[src/rtl/datapath_rr_arbiter.sv]
// Round-robin arbiter granting one requester at a time to a shared flop-feedback datapath stage.
// Optional macro DP_ARB_RECOVER_EN inserts a one-cycle RECOVER bubble between tenures.
module datapath_rr_arbiter #(
   parameter int NREQ = 4,
   parameter int HOLD = 4
) (
   input  logic                    tau2015_clk,
   input  logic                    rst,
   input  logic [NREQ-1:0]         req,
   input  logic [NREQ-1:0]         last,
   output logic [NREQ-1:0]         gnt,
   output logic [$clog2(NREQ)-1:0] gnt_id,
   output logic                    dp_en,
   output logic                    busy
);

   localparam int IDW = $clog2(NREQ);
   localparam int BW  = $clog2(HOLD + 1);

   typedef enum logic [1:0] {
      S_IDLE    = 2'd0,
`ifdef DP_ARB_RECOVER_EN
      S_RECOVER = 2'd2,
`endif
      S_GRANT   = 2'd1
   } state_t;

   state_t          r_state;
   logic [NREQ-1:0] r_gnt;
   logic [IDW-1:0]  r_gnt_id;
   logic [IDW-1:0]  r_ptr;
   logic [BW-1:0]   r_beat;
   logic            r_busy;

   state_t          w_state_nxt;
   logic [NREQ-1:0] w_gnt_nxt;
   logic [IDW-1:0]  w_gnt_id_nxt;
   logic [IDW-1:0]  w_ptr_nxt;
   logic [BW-1:0]   w_beat_nxt;
   logic            w_dp_en;
   logic            w_end;
   logic [IDW-1:0]  w_ptr_inc;
   logic [IDW-1:0]  w_scan_ptr;
   logic            w_win_vld;
   logic [IDW-1:0]  w_win_id;
   logic [NREQ-1:0] w_win_onehot;

   assign w_dp_en   = |(r_gnt & req);
   assign w_ptr_inc = (r_gnt_id == IDW'(NREQ - 1)) ? '0 : r_gnt_id + IDW'(1);

   // A tenure ends on an owner's last beat, at the HOLD limit, or when the owner drops its request.
   assign w_end = (r_state == S_GRANT) &&
                  ((w_dp_en && (last[r_gnt_id] || (r_beat == BW'(HOLD - 1)))) || !req[r_gnt_id]);

   // On a handover edge the scan must start from the pointer being written on that same edge.
   assign w_scan_ptr = (r_state == S_GRANT) ? w_ptr_inc : r_ptr;

   always_comb begin
      logic [IDW:0] v_idx;
      w_win_vld = 1'b0;
      w_win_id  = '0;
      // Scan downwards so the smallest offset from the pointer is the last one to write.
      for (int i = NREQ - 1; i >= 0; i--) begin
         v_idx = {1'b0, w_scan_ptr} + (IDW + 1)'(i);
         if (v_idx >= (IDW + 1)'(NREQ)) v_idx = v_idx - (IDW + 1)'(NREQ);
         if (req[v_idx[IDW-1:0]]) begin
            w_win_vld = 1'b1;
            w_win_id  = v_idx[IDW-1:0];
         end
      end
   end

   assign w_win_onehot = NREQ'(1) << w_win_id;

   // NOTE: every output of this block gets a default first, so no path can leave one unassigned and infer a latch.
   always_comb begin
      w_state_nxt  = r_state;
      w_gnt_nxt    = r_gnt;
      w_gnt_id_nxt = r_gnt_id;
      w_ptr_nxt    = r_ptr;
      w_beat_nxt   = r_beat;
      case (r_state)
         S_IDLE: begin
            if (w_win_vld) begin
               w_state_nxt  = S_GRANT;
               w_gnt_nxt    = w_win_onehot;
               w_gnt_id_nxt = w_win_id;
               w_beat_nxt   = '0;
            end
         end
         S_GRANT: begin
            if (w_end) begin
               w_ptr_nxt  = w_ptr_inc;
               w_beat_nxt = '0;
`ifdef DP_ARB_RECOVER_EN
               w_state_nxt = S_RECOVER;
               w_gnt_nxt   = '0;
`else
               if (w_win_vld) begin
                  w_gnt_nxt    = w_win_onehot;
                  w_gnt_id_nxt = w_win_id;
               end else begin
                  w_state_nxt = S_IDLE;
                  w_gnt_nxt   = '0;
               end
`endif
            end else if (w_dp_en) begin
               w_beat_nxt = r_beat + BW'(1);
            end
         end
`ifdef DP_ARB_RECOVER_EN
         S_RECOVER: begin
            if (w_win_vld) begin
               w_state_nxt  = S_GRANT;
               w_gnt_nxt    = w_win_onehot;
               w_gnt_id_nxt = w_win_id;
            end else begin
               w_state_nxt = S_IDLE;
            end
         end
`endif
         default: begin
            w_state_nxt = S_IDLE;
            w_gnt_nxt   = '0;
         end
      endcase
   end

   // NOTE: sequential state uses non-blocking assignments so all registers update from the same pre-edge values.
   always_ff @(posedge tau2015_clk or posedge rst) begin
      if (rst) begin
         r_state  <= S_IDLE;
         r_gnt    <= '0;
         r_gnt_id <= '0;
         r_ptr    <= '0;
         r_beat   <= '0;
         r_busy   <= 1'b0;
      end else begin
         r_state  <= w_state_nxt;
         r_gnt    <= w_gnt_nxt;
         r_gnt_id <= w_gnt_id_nxt;
         r_ptr    <= w_ptr_nxt;
         r_beat   <= w_beat_nxt;
         r_busy   <= (w_state_nxt != S_IDLE);
      end
   end

   assign gnt    = r_gnt;
   assign gnt_id = r_gnt_id;
   assign dp_en  = w_dp_en;
   assign busy   = r_busy;

endmodule

[config.mk]
export PLATFORM = sky130hd
export DESIGN_NAME = datapath_rr_arbiter
export DESIGN_NICKNAME = d
export VERILOG_FILES = /design/src/rtl/datapath_rr_arbiter.sv
export SDC_FILE = /design/constraint.sdc
export NUM_CORES = 1
export LEC_CHECK = 0
export ABC_AREA = 1
export CORE_MARGIN = 5
export CORE_UTILIZATION = 45
export CTS_CLUSTER_DIAMETER = 150
export DETAILED_ROUTE_END_ITERATION = 10
export PLACE_DENSITY = 0.7
export SLEW_MARGIN = 40
export SYNTH_ARGS = -nofsm -noshare
export SYNTH_HDL_FRONTEND = slang
export SYNTH_SLANG_ARGS = --single-unit
[constraint.sdc]
create_clock -name tau2015_clk -period 2.89 [get_ports tau2015_clk]
set_clock_uncertainty 0.05 [all_clocks]
set_input_delay 0.578 -clock tau2015_clk [delete_from_list [all_inputs] [get_ports tau2015_clk]]
set_output_delay 0.578 -clock tau2015_clk [all_outputs]
set_load 0.05 [all_outputs]
### After elaboration in Yosys (flattened, before gate mapping)

Index checks and enable logic that the tools add are counted.

* register bits after elaboration: 14
* output and inout bits: 8
* logic and storage cells: 86

* add/sub/neg operators: 9
* $lt $le $gt $ge: 9
* equal/unequal tests: 6
* shift operators: 1
* mux-type cells: 41
* bitwise logic cells: 1
* reduce and logical (&&, ||, !) cells: 13

Operator list (count)
* 2-bit 2-to-1 mux: 15
* 2-bit by 3-bit < comparator with 1-bit output (second input constant): 5
* 1-bit binary-select mux with 2-bit select: 6
* 4-bit 2-to-1 mux: 3
* 1-bit 2-to-1 mux: 10
* 3-bit >= comparator (second input constant): 3
* 3-bit 2-to-1 mux: 3
* 2-bit case mux with 2 select lines: 2
* 4-bit case mux with 2 select lines: 1
* 2-bit by 1-bit subtractor with 2-bit output (second input constant): 4
* 2-bit by 2-bit adder with 3-bit output (second input constant): 2
* 3-bit case mux with 2 select lines: 1
* 2-bit AND reduction: 3
* 4-bit bitwise AND: 1
* 2-bit inequality test (second input constant): 2
* 2-bit nonzero test: 2
* 4-bit OR reduction: 1
* 1-bit by 2-bit << shifter with 4-bit output (first input constant): 1
* 2-bit by 1-bit adder with 3-bit output (second input constant): 1
* 3-bit by 1-bit adder with 3-bit output (second input constant): 1
* 3-bit by 2-bit == test with 1-bit output (second input constant): 1
* 2-bit by 3-bit >= comparator with 1-bit output (second input constant): 1
* 3-bit inequality test (second input constant): 1
* 3-bit AND reduction: 1
* other kinds (7): 9

### Logic depth before layout (Yosys ltp)

Gate-level depths: netlist of the first run.

* depth after elaboration: 16
* depth in mapped cells: 15
* mapped depth without buffers: 15

### Worst setup path after synthesis of the first run

Ideal clock, no wire load.

* path kind: register -> register
* start point: reg r_gnt[2], in the netlist gnt[2]
* end point: reg r_gnt[3], in the netlist gnt[3]
* library setup time: 118 ps
* arrival time: 2053 ps
* data required time: 2722 ps
* path slack: 669 ps
* stages on the path, launching flop included: 9
* buffers on the path: 0
* period minus slack after synthesis: 2221 ps
* path through: dfrtp_1 -> nand2_1 -> nand4_1 -> nand2_1 -> nand3_1 -> nand2_1 -> nor2_4 -> nand3_1 -> nand2_1

* cells in the longest elaborated chain, start to end: 7

Ends and longest elaborated chain
* start, declared: RTL line 29 `logic [NREQ-1:0] r_gnt;`
* start signal, assigned: RTL line 140 `r_gnt <= w_gnt_nxt;`
* 4-bit bitwise AND: RTL line 48 `assign w_dp_en = |(r_gnt & req);`
* 4-bit OR reduction: RTL line 48
* named net dp_en: RTL line 13 `output logic dp_en,`
* 1-bit logical AND: RTL line 53 `((w_dp_en && (last[r_gnt_id] || (r_beat == BW'(HOLD - 1)))) || !req[r_gnt_id]);`
* 1-bit logical OR: RTL line 53
* 1-bit logical AND: RTL line 52 `assign w_end = (r_state == S_GRANT) &&`
* 2-bit inequality test (no line)
* 2-bit AND reduction (no line)

The timed path passes the listed nets, and every way through them passes these cells.
A chain may end at the register's enable or synchronous reset.

### Final worst setup path of the first run

* start point: in req[3]
* end point: out dp_en

* cells in the longest elaborated chain, start to end: 2

Ends and longest elaborated chain
* start, declared: RTL line 9 `input logic [NREQ-1:0] req,`
* 4-bit bitwise AND: RTL line 48
* 4-bit OR reduction: RTL line 48
* end, declared: RTL line 13

No other way between the ends.

==> qor.txt, run 1 <==
status = finished, final reports clean
most common cell after layout, fill and taps aside = nand2_1
Worst Path Arrival = 1660 ps
Routed Antenna Nets = 0
Final Max Tran Viols = 0
H-tree Lvls = 1
Final HPWL DP = 2218 um
worst reg2reg endpoint = gnt_id[0]
net count after synthesis = 184
r2r startpoint = gnt_id[0]
final layout net count = 206
Seq/Total Area, Yosys = 30.43%
CP Class = in2out
WHS = 437.6 ps
Slowest Stage Delay on Critical Path = 500 ps
Hold Path Sink = r_beat[1]
Avg Cell Area, Syn = 6.732 um^2
Buf/Inv on CP = 2
cell family with most CP delay = buffers and inverters
max_cap viols = 0
placed cell area = 0.001369 mm^2
Avg WL per Cell = 12.18 um
post-CTS sizing = 0
CP startpoint = req[3]
Ports = 18
Tot GR Track Use = 16.75%
CTS Root Cell = clkbuf_4
clk sinks = 14
Min-Delay Path Class = reg2reg
Yosys cell types = 22
largest fanout on the critical path = 5
Worst-Skew Late Latency = 280 ps
number of diodes = 0
number of DRC markers in iteration 0 = 40
CP endpoint kind = primary output
vias per cell = 5.162
YS warnings = 0
Leakage = 0.7769 nW
CORE AREA = 0.002455 mm^2
Gate Count Post-Synth = 171
port bufs = 17
Max Fclk = 436.2 MHz
Clock Pin Slew Worst Setup and Hold Paths = 80 ps
min Tclk post-route = 2293 ps
fraction of layout cells with a size suffix above 1 = 15.63%
die footprint = 0.003669 mm^2
Die Y = 60.58 um
PD cells = 1128 mW/mm^2
Detailed Route WL = 2705 um
most frequent cells in the layout = nand2_1 (67), nand3_1 (22), clkdlybuf4s50_1 (16)
Fin Setup TNS = 0 ps
Final Wtd Congestion = 0.9230
fin cells = 222
Reg2Reg Depth = 13
initial cell density of the core = 46.89%
DRT Pass-1 Iters = 4
crit path launch type = primary input
FF-to-FF setup slack = 760 ps
vias in the first global route = 1,114
wire length of the first global-routing pass = 4761 um
Layout fillers = 221
largest net degree at the start of global routing = 15
Hold Path Cell Cnt = 2
final hold violation count = 0
global route total overflow = 0
Hold Path Origin = r_beat[1]
CTS tree = done
VDD IR-drop max = 0.0007961 V
via count = 1,146
Post-CTS Setup Bufs = 0
Critical Path RT = 2260 ps
Post-CTS Hold Buffers = 0
post-synthesis instance area = 0.001151 mm^2
initial antenna violation count = 0
residual DRC count = 0
share of the clock period used by the worst path = 79.33%
die width = 60.58 um
Inserted Clock Buffers = 3
Tightest Pin Transition = 528.2 ps
placed cell count = 218
CTS Buffer Depth = 2
setup violators final = 0
relative slew slack = 64.75%
post-synthesis register bit count = 14
Layout area overhead = 22.07%
RSZ-0062 raised after global routing = no
final instance area = 0.001405 mm^2
# rows = 18
CP max-delay cell = clkdlybuf4s50_1
critical-path cell list = clkdlybuf4s50_1, nand2_1, nand4_1, buf_12
[routing by layer]
layer / vias to the layer above / GRT usage, % / part of all wire (%)
li1: 583 / - / -
met1: 536 / 22.41 / 45
met4: 0 / 5.263 / 1.1
met5: - / 0 / 0
met2: 21 / 28.70 / 51
met3: 6 / 1.277 / 2.6
[per-stage QoR]
step	power [W]	util, %	setup slack, ps
after CTS	0.001589	57.24	594.9
after global placement	0.001422	55.76	545.7
final	0.001584	57.24	597.4
after floorplan	0.001148	-	669.2
after detailed placement	0.001442	55.76	495.9
after global routing	0.001717	57.24	530.5
[logic make-up after synthesis]
logic type | synth area share (%)
DFF | 30.44
buffers and inverters | 6.413
adders and majority gates | 3.261
AOI/OAI and AO/OA | 4.131
other | 0.3258
and+or+nand+nor | 55.44
[cells in the mapped netlist]
cell | number | area (um^2)
nand2_2 | 9 | 56.30
and2_1 | 1 | 6.260
nand3b_1 | 1 | 7.510
nor2_8 | 1 | 20.02
nand3_2 | 2 | 20.02
inv_2 | 3 | 11.26
nand2_4 | 6 | 67.56
o21ai_1 | 2 | 10.01
a22oi_1 | 1 | 7.510
nand3_1 | 22 | 110.1
inv_1 | 15 | 56.30
o21ai_0 | 4 | 20.02
a21oi_1 | 2 | 10.01
ha_1 | 3 | 37.54
nand2_1 | 67 | 251.5
conb_1 | 1 | 3.750
inv_4 | 1 | 6.260
nand2_8 | 1 | 20.02
nand4_1 | 3 | 18.77
dfrtp_1 | 14 | 350.3
nor2_4 | 2 | 22.52
nor2_1 | 10 | 37.54
[where the power goes]
group | total [W] | switching (W) | internal (W)
clock | 0.000140 | 0.0000634 | 0.0000767
combinational | 0.00112 | 0.000747 | 0.000369
sequential | 0.000328 | 0.0000688 | 0.000259
total | 0.00158 | 0.000879 | 0.000705
[worst max path at each step]
stage | endpoint | cells after the start
floorplan | gnt[3] | 8
global placement | gnt[1] | 9
detailed placement | gnt[1] | 9
CTS | dp_en | 4
global route | dp_en | 4
finish | dp_en | 4
[worst min-delay path, cell delays in order, from the launching register on]
cell	delay, ps
dfrtp_1	360
nand2_1	50
nand2_1	50
[area by class of cell]
type	instances	area, um^2	share of cell area, %
Clock buffer	4	36.28	2.582
Inverter	19	73.82	5.254
Multi-Input combinational cell	138	726.9	51.74
Sequential cell	14	350.3	24.93
Tap cell	30	37.54	2.671
Timing Repair Buffer	17	180.2	12.82
[sequential cells by signal (all words and copies together), names as in the netlist]
name and flops:
r_beat 3, r_ptr 2, gnt_id 2, busy 1
r_state 2, gnt 4
Power figures use the tool's default switching activity.
==> inputs of run 2 (changes only) <==
--- a/config.mk
+++ b/config.mk
@@ -10,7 +10,7 @@
 export CORE_UTILIZATION = 45
 export CTS_CLUSTER_DIAMETER = 150
 export DETAILED_ROUTE_END_ITERATION = 10
-export PLACE_DENSITY = 0.7
+export PLACE_DENSITY = 0.72
 export SLEW_MARGIN = 40
 export SYNTH_ARGS = -nofsm -noshare
 export SYNTH_HDL_FRONTEND = slang
==> constraint.sdc (replaced) <==
create_clock -name tau2015_clk -period 1.9 [get_ports tau2015_clk]
set_clock_uncertainty 0.05 [all_clocks]
set_input_delay 0.38 -clock tau2015_clk [delete_from_list [all_inputs] [get_ports tau2015_clk]]
set_output_delay 0.38 -clock tau2015_clk [all_outputs]
set_load 0.05 [all_outputs]
==> run 2 against run 1 <==
  * Routed wire length increased by 20%
  * Critical path depth increased by 11
  * Critical endpoint is now gnt[0]
  * Global-route usage increased by 1.7 points
  * Combinational power increased by 88%
  * Setup slack got worse by 610 ps
  * The run now ends with negative setup slack left
==> qor.txt, run 2 (same netlist as run 1, synthesis figures left out) <==
status = finished with violations
failing checks = negative setup slack
placed cell area = 0.001461 mm^2 (+6.8%)
Final HPWL DP = 2426 um (+9.4%)
number of DRC markers in iteration 0 = 91 (+130%)
wire length of the first global-routing pass = 5016 um (+5.4%)
CORE AREA = 0.002455 mm^2 (unchanged)
setup violators final = 4 (+4)
worst slack, placed = -199.4 ps (-695.3 ps)
setup slack after layout = -10.45 ps (-607.9 ps)
vias per cell = 5.167 (+0.10%)
Min-Delay Path Class = in2async
PD cells = 1778 mW/mm^2 (+58%)
final instance area = 0.001590 mm^2 (+13%)
die footprint = 0.003669 mm^2 (unchanged)
relative slew slack = 64.34% (-0.41 points)
Max Fclk = 523.4 MHz
most frequent cells in the layout = nand2_1 (57), buf_4 (22), nand2_2 (19), nand3_1 (19), inv_1 (14)
Final Wtd Congestion = 0.8683 (-5.9%)
final layout net count = 223 (+8.3%)
Worst Path Arrival = 2080 ps (+420 ps)
global route total overflow = 0 (unchanged)
Final Max Tran Viols = 0 (unchanged)
Avg WL per Cell = 13.64 um (+12%)
crit path launch type = flip-flop
CP Class = reg2reg
Routed Antenna Nets = 0 (unchanged)
Post-CTS Hold Buffers = 0 (unchanged)
max_cap viols = 0 (unchanged)
largest net degree at the start of global routing = 15 (unchanged)
Detailed Route WL = 3259 um (+20%)
residual DRC count = 0 (unchanged)
share of the clock period used by the worst path = 100.5%
Worst-Skew Late Latency = 270 ps (about the same)
Leakage = 0.8739 nW (+12%)
RSZ-0062 raised after global routing = yes
CTS Root Cell = clkbuf_4
VDD IR-drop max = 0.001281 V (+61%)
via count = 1,235 (+7.8%)
fraction of layout cells with a size suffix above 1 = 36.36% (+21 points)
min Tclk post-route = 1910 ps
most common cell after layout, fill and taps aside = nand2_1
Inserted Clock Buffers = 3 (unchanged)
initial cell density of the core = 46.89% (unchanged)
max reg flops = 4 (unchanged)
initial antenna violation count = 0 (unchanged)
register area = 359.1 um^2 (+2.5%)
WHS = 384.6 ps (-53.05 ps)
final hold violation count = 0 (unchanged)
Die Y = 60.58 um (unchanged)
CP endpoint kind = flip-flop
H-tree Lvls = 1 (unchanged)
CTS tree = done
DRT Pass-1 Iters = 4 (unchanged)
# rows = 18 (unchanged)
Tot GR Track Use = 18.49% (+1.7 points)
clk sinks = 14 (unchanged)
Multi-input gate area = 798.3 um^2 (+9.8%)
number of diodes = 0 (unchanged)
Layout area overhead = 38.15%
vias in the first global route = 1,133 (+1.7%)
Tightest Pin Transition = 534.3 ps (+6.125 ps)
die width = 60.58 um (unchanged)
Clock Pin Slew Worst Setup and Hold Paths = 80 ps (about the same)
Layout fillers = 223 (+0.90%)
Ports = 18 (unchanged)
largest fanout on the critical path = 6 (+1)
Critical Path RT = 2070 ps (-190 ps)
CTS Buffer Depth = 2 (unchanged)
overall power = 0.002828 W (+79%)
port bufs = 17 (unchanged)
==> run 2: cell types whose count changed in the layout (fill, tap and decap cells not counted), moves of 3 or more <==
cell and change:
nand3_1 -3, clkdlybuf4s50_1 -8, dfrtp_2 +7, dfrtp_1 -7, nand2_1 -10, buf_4 +22
nand2_2 +10
==> run 2: through the flow <==
stage,utilization [%],instances,setup TNS [ps]
2_1_floorplan,-,171,-1075
3_3_place_gp,59.53,230,-1025
3_5_place_dp,59.53,230,-1520
4_1_cts,62.79,235,0
5_1_grt,64.78,239,-1014
6_report,64.78,239,-34.49
==> run 2: worst paths after layout <==
| path | start | slack (ps) | cells past startpoint | endpoint |
|---|---|---|---|---|
| max reg2reg | gnt_id[0] | -10 | 15 | gnt[0] |
| min reg2reg | r_beat[1] | 440 | 2 | r_beat[1] |
| min in group tau2015_clk | r_beat[1] | 440 | 2 | r_beat[1] |
| max | gnt_id[0] | -10 | 15 | gnt[0] |
| max in group asynchronous | rst | 1030 | 2 | gnt_id[0] |
| min | rst | 380 | 2 | gnt[2] |
==> run 2: per-layer routing <==
layer,routed length (um),GRT usage (%)
met1,1343,22.91
met5,0,0
met2,1772,33.13
met3,96,2.340
met4,47,5.882
==> run 2: where the power goes <==
part | internal [W] | switching [W]
logic | 0.000798 | 0.00131
clock network | 0.000116 | 0.0000960
registers | 0.000405 | 0.000102
==> run 2: final cells by class <==
class                      count  area share, %
tap                           30          2.360
sequential                    14          22.58
inverter                      19          4.642
clock buffer                   4          2.282
multi-input combinational    139          50.20
timing repair buffer          33          17.94
==> run 2: critical path: stages (launching register included) <==
cell and delay (ps):
dfrtp_2 450, ha_4 170, inv_2 50, nand2_2 70
nand2_4 150, nand2_8 80, nand2_1 100, nand2_2 80
buf_4 130, nand2_1 70, nand3_1 80, nand2_1 80
nand2_2 80, inv_1 80, nand3_1 80, nand2_1 60
==> run 2: timing repair <==
| item | in CTS | in global routing |
|---|---|---|
| pin swaps | 7 | 12 |
| gates resized for setup | 10 | 6 |
| cloned | 0 | 1 |
| setup endpoints to repair | 12 | 12 |
| buffers inserted | 1 | 3 |
